<file path="config.mk">
export PLATFORM = sky130hd
export DESIGN_NAME = visualizador_contador
export DESIGN_NICKNAME = d
export VERILOG_FILES = /design/src/rtl/visualizador_pkg.sv /design/src/rtl/decodificador_7seg.sv /design/src/rtl/visualizador_contador.sv
export SDC_FILE = /design/constraint.sdc
export NUM_CORES = 1
export LEC_CHECK = 0
export ABC_CLOCK_PERIOD_IN_PS = 5400
export CAP_MARGIN = 20
export CORE_ASPECT_RATIO = 0.8
export CORE_MARGIN = 5
export CORE_UTILIZATION = 61
export DETAILED_ROUTE_END_ITERATION = 6
export PLACE_DENSITY = 0.85
export SLEW_MARGIN = 10
export SYNTH_ARGS = -nofsm -noshare
export SYNTH_HDL_FRONTEND = slang
export SYNTH_SLANG_ARGS = --single-unit
</file>
<file path="constraint.sdc">
create_clock -name clk -period 5.4 [get_ports clk]
set_input_delay 0.81 -clock clk [delete_from_list [all_inputs] [get_ports clk]]
set_output_delay 0.81 -clock clk [all_outputs]
set_load 0.01 [all_outputs]
</file>
<file path="src/rtl/visualizador_pkg.sv">
// Shared definitions for the counter display slice.
// Holds the conversion FSM state type, the active-low seven-segment
// patterns ({g,f,e,d,c,b,a}, 0 = segment lit) and the blank pattern.
package visualizador_pkg;

  typedef enum logic [1:0] {
    IDLE  = 2'd0,
    SHIFT = 2'd1,
    LATCH = 2'd2
  } conv_state_t;

  localparam logic [6:0] SEG_0     = 7'b1000000;
  localparam logic [6:0] SEG_1     = 7'b1111001;
  localparam logic [6:0] SEG_2     = 7'b0100100;
  localparam logic [6:0] SEG_3     = 7'b0110000;
  localparam logic [6:0] SEG_4     = 7'b0011001;
  localparam logic [6:0] SEG_5     = 7'b0010010;
  localparam logic [6:0] SEG_6     = 7'b0000010;
  localparam logic [6:0] SEG_7     = 7'b1111000;
  localparam logic [6:0] SEG_8     = 7'b0000000;
  localparam logic [6:0] SEG_9     = 7'b0010000;
  localparam logic [6:0] SEG_BLANK = 7'b1111111;

endpackage

</file>
<file path="src/rtl/decodificador_7seg.sv">
// BCD nibble to active-low seven-segment decoder (purely combinational).
// Ports:
//   nibble : 4-bit BCD digit in
//   seg    : {g,f,e,d,c,b,a}, active-low; codes 10-15 decode to all-off
module decodificador_7seg
  import visualizador_pkg::*;
(
  input  logic [3:0] nibble,
  output logic [6:0] seg
);

  always_comb begin
    seg = SEG_BLANK;
    case (nibble)
      4'd0:    seg = SEG_0;
      4'd1:    seg = SEG_1;
      4'd2:    seg = SEG_2;
      4'd3:    seg = SEG_3;
      4'd4:    seg = SEG_4;
      4'd5:    seg = SEG_5;
      4'd6:    seg = SEG_6;
      4'd7:    seg = SEG_7;
      4'd8:    seg = SEG_8;
      4'd9:    seg = SEG_9;
      default: seg = SEG_BLANK;
    endcase
  end

endmodule

</file>
<file path="src/rtl/visualizador_contador.sv">
// Multiplexed decimal display of a free-running down counter.
// A double-dabble FSM repeatedly converts 'value' to BCD (period N+2 cycles)
// and a refresh scanner cycles through the digits driving an/seg.
//
// state | meaning
// ------+---------------------------------------------------------------
// IDLE  | one cycle; next edge samples value, clears accumulator, cnt=N
// SHIFT | N cycles of add-3-then-shift on {accumulator, shift register}
// LATCH | one cycle; next edge publishes accumulator to bcd, pulses done
//
// Ports:
//   clk, rst   : clock, synchronous active-high reset
//   value      : binary value to display (N bits)
//   blank_lz   : 1 = blank leading zeros (units digit always shown)
//   seg        : registered active-low segments {g,f,e,d,c,b,a}
//   an         : registered active-low one-hot digit enable, bit 0 = units
//   bcd        : last completed conversion, nibble 0 = units
//   conv_done  : one-cycle pulse when bcd takes a new value
module visualizador_contador
  import visualizador_pkg::*;
#(
  parameter int N           = 8,
  parameter int DIGITS      = 3,
  parameter int REFRESH_DIV = 50000
) (
  input  logic                  clk,
  input  logic                  rst,
  input  logic [N-1:0]          value,
  input  logic                  blank_lz,
  output logic [6:0]            seg,
  output logic [DIGITS-1:0]     an,
  output logic [4*DIGITS-1:0]   bcd,
  output logic                  conv_done
);

  localparam int BW = 4 * DIGITS;
  localparam int CW = $clog2(N + 1);
  localparam int RW = (REFRESH_DIV > 1) ? $clog2(REFRESH_DIV) : 1;
  localparam int IW = (DIGITS > 1) ? $clog2(DIGITS) : 1;

  conv_state_t   state_q, state_d;
  logic [BW-1:0] acc_q, acc_d, acc_adj;
  logic [N-1:0]  sr_q, sr_d;
  logic [CW-1:0] cnt_q, cnt_d;
  logic [BW-1:0] bcd_d;
  logic          done_d;

  logic [RW-1:0] ref_q, ref_d;
  logic [IW-1:0] idx_q, idx_d;

  logic [3:0]        nib_sel;
  logic              blank_sel;
  logic              lz_run;
  logic [DIGITS-1:0] blank_vec;
  logic [6:0]        dec_seg;
  logic [6:0]        seg_d;
  logic [DIGITS-1:0] an_d;

  // Add-3 correction applied to every nibble before each shift.
  always_comb begin
    acc_adj = acc_q;
    for (int i = 0; i < DIGITS; i++) begin
      if (acc_q[4*i +: 4] >= 4'd5)
        acc_adj[4*i +: 4] = acc_q[4*i +: 4] + 4'd3;
    end
  end

  always_comb begin
    state_d = state_q;
    acc_d   = acc_q;
    sr_d    = sr_q;
    cnt_d   = cnt_q;
    bcd_d   = bcd;
    done_d  = 1'b0;
    case (state_q)
      IDLE: begin
        state_d = SHIFT;
        sr_d    = value;
        acc_d   = '0;
        cnt_d   = CW'(N);
      end
      SHIFT: begin
        acc_d = {acc_adj[BW-2:0], sr_q[N-1]};
        sr_d  = sr_q << 1;
        cnt_d = cnt_q - CW'(1);
        if (cnt_q == CW'(1))
          state_d = LATCH;
      end
      LATCH: begin
        state_d = IDLE;
        bcd_d   = acc_q;
        done_d  = 1'b1;
      end
      default: state_d = IDLE;
    endcase
  end

  always_ff @(posedge clk) begin
    if (rst) begin
      state_q   <= IDLE;
      acc_q     <= '0;
      sr_q      <= '0;
      cnt_q     <= '0;
      bcd       <= '0;
      conv_done <= 1'b0;
    end else begin
      state_q   <= state_d;
      acc_q     <= acc_d;
      sr_q      <= sr_d;
      cnt_q     <= cnt_d;
      bcd       <= bcd_d;
      conv_done <= done_d;
    end
  end

  always_comb begin
    ref_d = ref_q + RW'(1);
    idx_d = idx_q;
    if (ref_q == RW'(REFRESH_DIV - 1)) begin
      ref_d = '0;
      idx_d = (idx_q == IW'(DIGITS - 1)) ? '0 : idx_q + IW'(1);
    end
  end

  // A digit is a leading zero when it and everything above it are zero.
  always_comb begin
    lz_run    = 1'b1;
    blank_vec = '0;
    for (int i = DIGITS - 1; i >= 0; i--) begin
      lz_run       = lz_run & (bcd_d[4*i +: 4] == 4'd0);
      blank_vec[i] = lz_run & (i != 0);
    end
  end

  // Display works from next-cycle index and bcd so an, seg and bcd all
  // change on the same edge.
  always_comb begin
    nib_sel   = 4'd0;
    blank_sel = 1'b0;
    for (int i = 0; i < DIGITS; i++) begin
      if (idx_d == IW'(i)) begin
        nib_sel   = bcd_d[4*i +: 4];
        blank_sel = blank_vec[i];
      end
    end
  end

  decodificador_7seg u_dec (
    .nibble (nib_sel),
    .seg    (dec_seg)
  );

  always_comb begin
    seg_d = (blank_lz && blank_sel) ? SEG_BLANK : dec_seg;
    an_d  = ~(DIGITS'(1) << idx_d);
  end

  always_ff @(posedge clk) begin
    if (rst) begin
      ref_q <= '0;
      idx_q <= '0;
      an    <= ~DIGITS'(1);
      seg   <= SEG_0;
    end else begin
      ref_q <= ref_d;
      idx_q <= idx_d;
      an    <= an_d;
      seg   <= seg_d;
    end
  end

endmodule

</file>
==> results.py <==
metrics = {
    "layout": {
        "areaGrowthSynthToFinish_pct": 17.1,
        "finalInstanceArea_sq_um": 3920,
        "drive_gt1_frac": 0.0869,
        "stdcell_count": 491,
        "final_nets": 446,
        "diodes": 0,
    },
    "die": {
        "dieArea_sq_um": 7070,
        "rows": 24,
        "die_w_um": 92.8,
        "die_y_um": 76.2,
        "core-area_sq_um": 5380,
        "io_pins": 34,
        "start_util": 0.622,
    },
    "logic_synthesis": {
        "yosys_warnings": 0,
        "syn_area_per_cell_sq_um": 8.44,
        "synth_edf_count": 0,
        "ys_seq_elements": 67,
        "ys_async_sr_fraction": 0,
        "synth_area_leaders": "dfxtp_1, nor2_1, mux2i_1",
        "yosys.area.top_type": "dfxtp_1",
        "synth.top_cell.area_share": 0.401,
        "synthesis.nets": 421,
        "netlist_instances": 396,
        "synth.distinct_cells": 50,
        "synthFlopType": "dfxtp_1",
        "syn_area_sq_um": 3340,
        "ys_seq_area_frac": 0.401,
    },
    "place": {
        "pre_cts_ws_ns": 2.09,
        "placed_area_sq_um": 3670,
        "gp_congestion": 0.837,
        "portBuffers": 33,
        "dp_hpwl_um": 4550,
        "dpl.cell_count": 475,
    },
    "timing": {
        "fin_skew_ns": 0.00841,
        "clock.fmax_mhz": 299,
        "rsz0062_at_grt": "no",
        "fin_setup_tns_ns": 0,
        "hold_viol_final": 0,
        "setup_violations": 0,
        "slew_viol_final": 0,
        "tightestPinTransition_ns": 0.826,
        "finalCritPeriodShare": 0.619,
        "fin_ws_ns": 2.06,
        "final.min_clock_period_ns": 3.34,
        "relSlewSlack": 0.450,
    },
    "route": {
        "drc_errors": 0,
        "via_count": 2747,
        "wire_per_inst_um": 13.9,
        "vias_per_cell": 5.59,
        "antenna_left": 0,
        "wl_um": 6850,
        "drtIter0Drc": 196,
        "first_pass_iters": 4,
    },
    "pwr": {
        "seqPwrFrac": 0.482,
        "power.density_nw_per_um2": 272,
        "p_comb_frac": 0.049,
        "p_int_mw": 0.834,
        "switching_share": 0.218,
        "peakVddDrop_mv": 0.224,
        "fin_total_pwr_mw": 1.07,
        "p_leak_nw": 1.57,
        "switchingPower_mw": 0.232,
        "clock_power_share": 0.469,
    },
    "clocking": {
        "clk_path_buf_depth": 2,
        "cts_max_level": 3,
        "cts_setup_buffers": 0,
        "cts_sinks": 67,
        "cts_made_buffers": 9,
        "ctsHoldBuffers": 0,
        "clk_pin_slew_ns": 0.07,
        "clk_latency_ns": 0.35,
        "cts_tree": "yes",
        "cts_resized": 0,
        "clockRootBuffer": "clkbuf_8",
    },
    "min_path": {
        "min_path_type": "flop to flop",
        "hold_depth": 1,
    },
    "global_route": {
        "grt_pass1_wl_um": 11800,
        "grt_use_total": 0.208,
        "grt_overflow_total": 0,
        "grt_pass1_vias": 2667,
        "antenna_found_initial": 0,
        "grt_max_degree": 48,
    },
    "setup_path": {
        "path_class": "flop to flop",
        "crit_path_end_kind": "flop",
        "cp_max_fo": 18,
        "slowest_delay_ns": 0.78,
        "worst-endpoint-arrival_ns": 3.58,
        "path_delay_family": "simple AND/OR/NAND/NOR gates",
        "slowest_stage": "dfxtp_1",
        "required_ns": 5.63,
        "cp-start-kind": "flop",
        "rr_worst_depth": 9,
        "crit_buf_inv": 1,
        "cp.depth": 9,
        "path_cells": "nand2b_1 -> mux2_2 -> nor3b_1 -> a31oi_1 -> and3_1 -> inv_1 -> ha_1 -> nor4b_1 -> a21oi_1",
    },
    "run": {
        "max_cap_viol_count": 0,
    },
    "run_status": {
        "outcome": "completed",
    },
}
==> power groups by stage <==
stage	sequential, mW	combinational [mW]	clock (mW)
5_1_grt	0.515	0.0589	0.535
4_1_cts	0.514	0.0522	0.508
2_1_floorplan	0.520	0.0407	0
6_report	0.514	0.0520	0.500
3_3_place_gp	0.524	0.0504	0
3_5_place_dp	0.525	0.0518	0
==> synth_stat cells (8+ instances only) <==
master and n:
a22oi_1 10, inv_1 18, dfxtp_1 67, mux2i_1 20, o21ai_0 12, xor2_1 9, a21oi_1 28, nor3_1 15
clkbuf_1 12, nand2_1 19, ha_1 14, nand3_1 8, xnor2_1 10, nand2b_1 8, nor2_1 81
==> placed cells by master (no fill, tap or decap), drive strengths merged, types with 2 or more instances in the layout <==
master	instances
mux2	5
clkbuf	9
nand3b	2
nand2	19
or3	2
dfxtp	67
clkinv	3
o21ai	14
or4b	2
a21oi	30
a22oi	10
nor3	15
buf	3
xnor2	10
nor4	3
mux2i	20
nand4	6
nor3b	2
nor2	81
bufinv	3
a221oi	4
nand2b	8
a31oi	5
and3	3
xor2	9
inv	19
ha	14
clkdlybuf4s50	33
nand3	10
or2	6
a211oi	2
==> path summary, 6_finish.rpt <==
| kind | startpoint | end | slack (ns) |
|---|---|---|---|
| worst max-delay path | state_q[0]$_SDFFE_PP0P_ | seg[6]$_SDFF_PP1_ | 2.06 |
| worst max register to register | state_q[0]$_SDFFE_PP0P_ | seg[6]$_SDFF_PP1_ | 2.06 |
| worst min register to register | ref_q[0]$_SDFF_PP0_ | ref_q[0]$_SDFF_PP0_ | 0.46 |
| worst min-delay path | ref_q[0]$_SDFF_PP0_ | ref_q[0]$_SDFF_PP0_ | 0.46 |
==> flip-flops by register name, indices dropped and copies added, names as in the netlist <==
signal / flops
acc_q: 12
an: 3
bcd: 12
cnt_q: 4
conv_done: 1
idx_q: 2
ref_q: 16
seg: 7
sr_q: 8
state_q: 2
==> kinds of logic after synthesis <==
kind of cell	share of synthesized area
flops	0.401
fa+ha+maj	0.0524
mux	0.0779
buf+inv	0.0517
simple gates	0.237
compound gates	0.130
xor+xnor	0.0498
==> metal layers <==
layer	vias to the layer above	wire, um	track usage
met5	-	0	0
met4	0	93	0.0732
met3	11	380	0.0898
met2	59	3280	0.338
met1	1283	3090	0.244
li1	1394	-	-
==> final cells by class <==
type                    count  area, sq um
multi-input cells         288         1830
well taps                  65         81.3
flip-flops and latches     67         1340
inverters                  19         71.3
clock buffers               9          124
clock inverters             7          116
fillers                   381         1460
repair buffers             36          353
==> through the flow <==
stage,hold WS (ns),utilization
after floorplan,0.430,-
after global placement,0.442,0.684
after detailed placement,0.450,0.684
after CTS,0.466,0.728
after global routing,0.487,0.728
final,0.461,0.728
No activity file was read; power rests on OpenSTA's default activity.
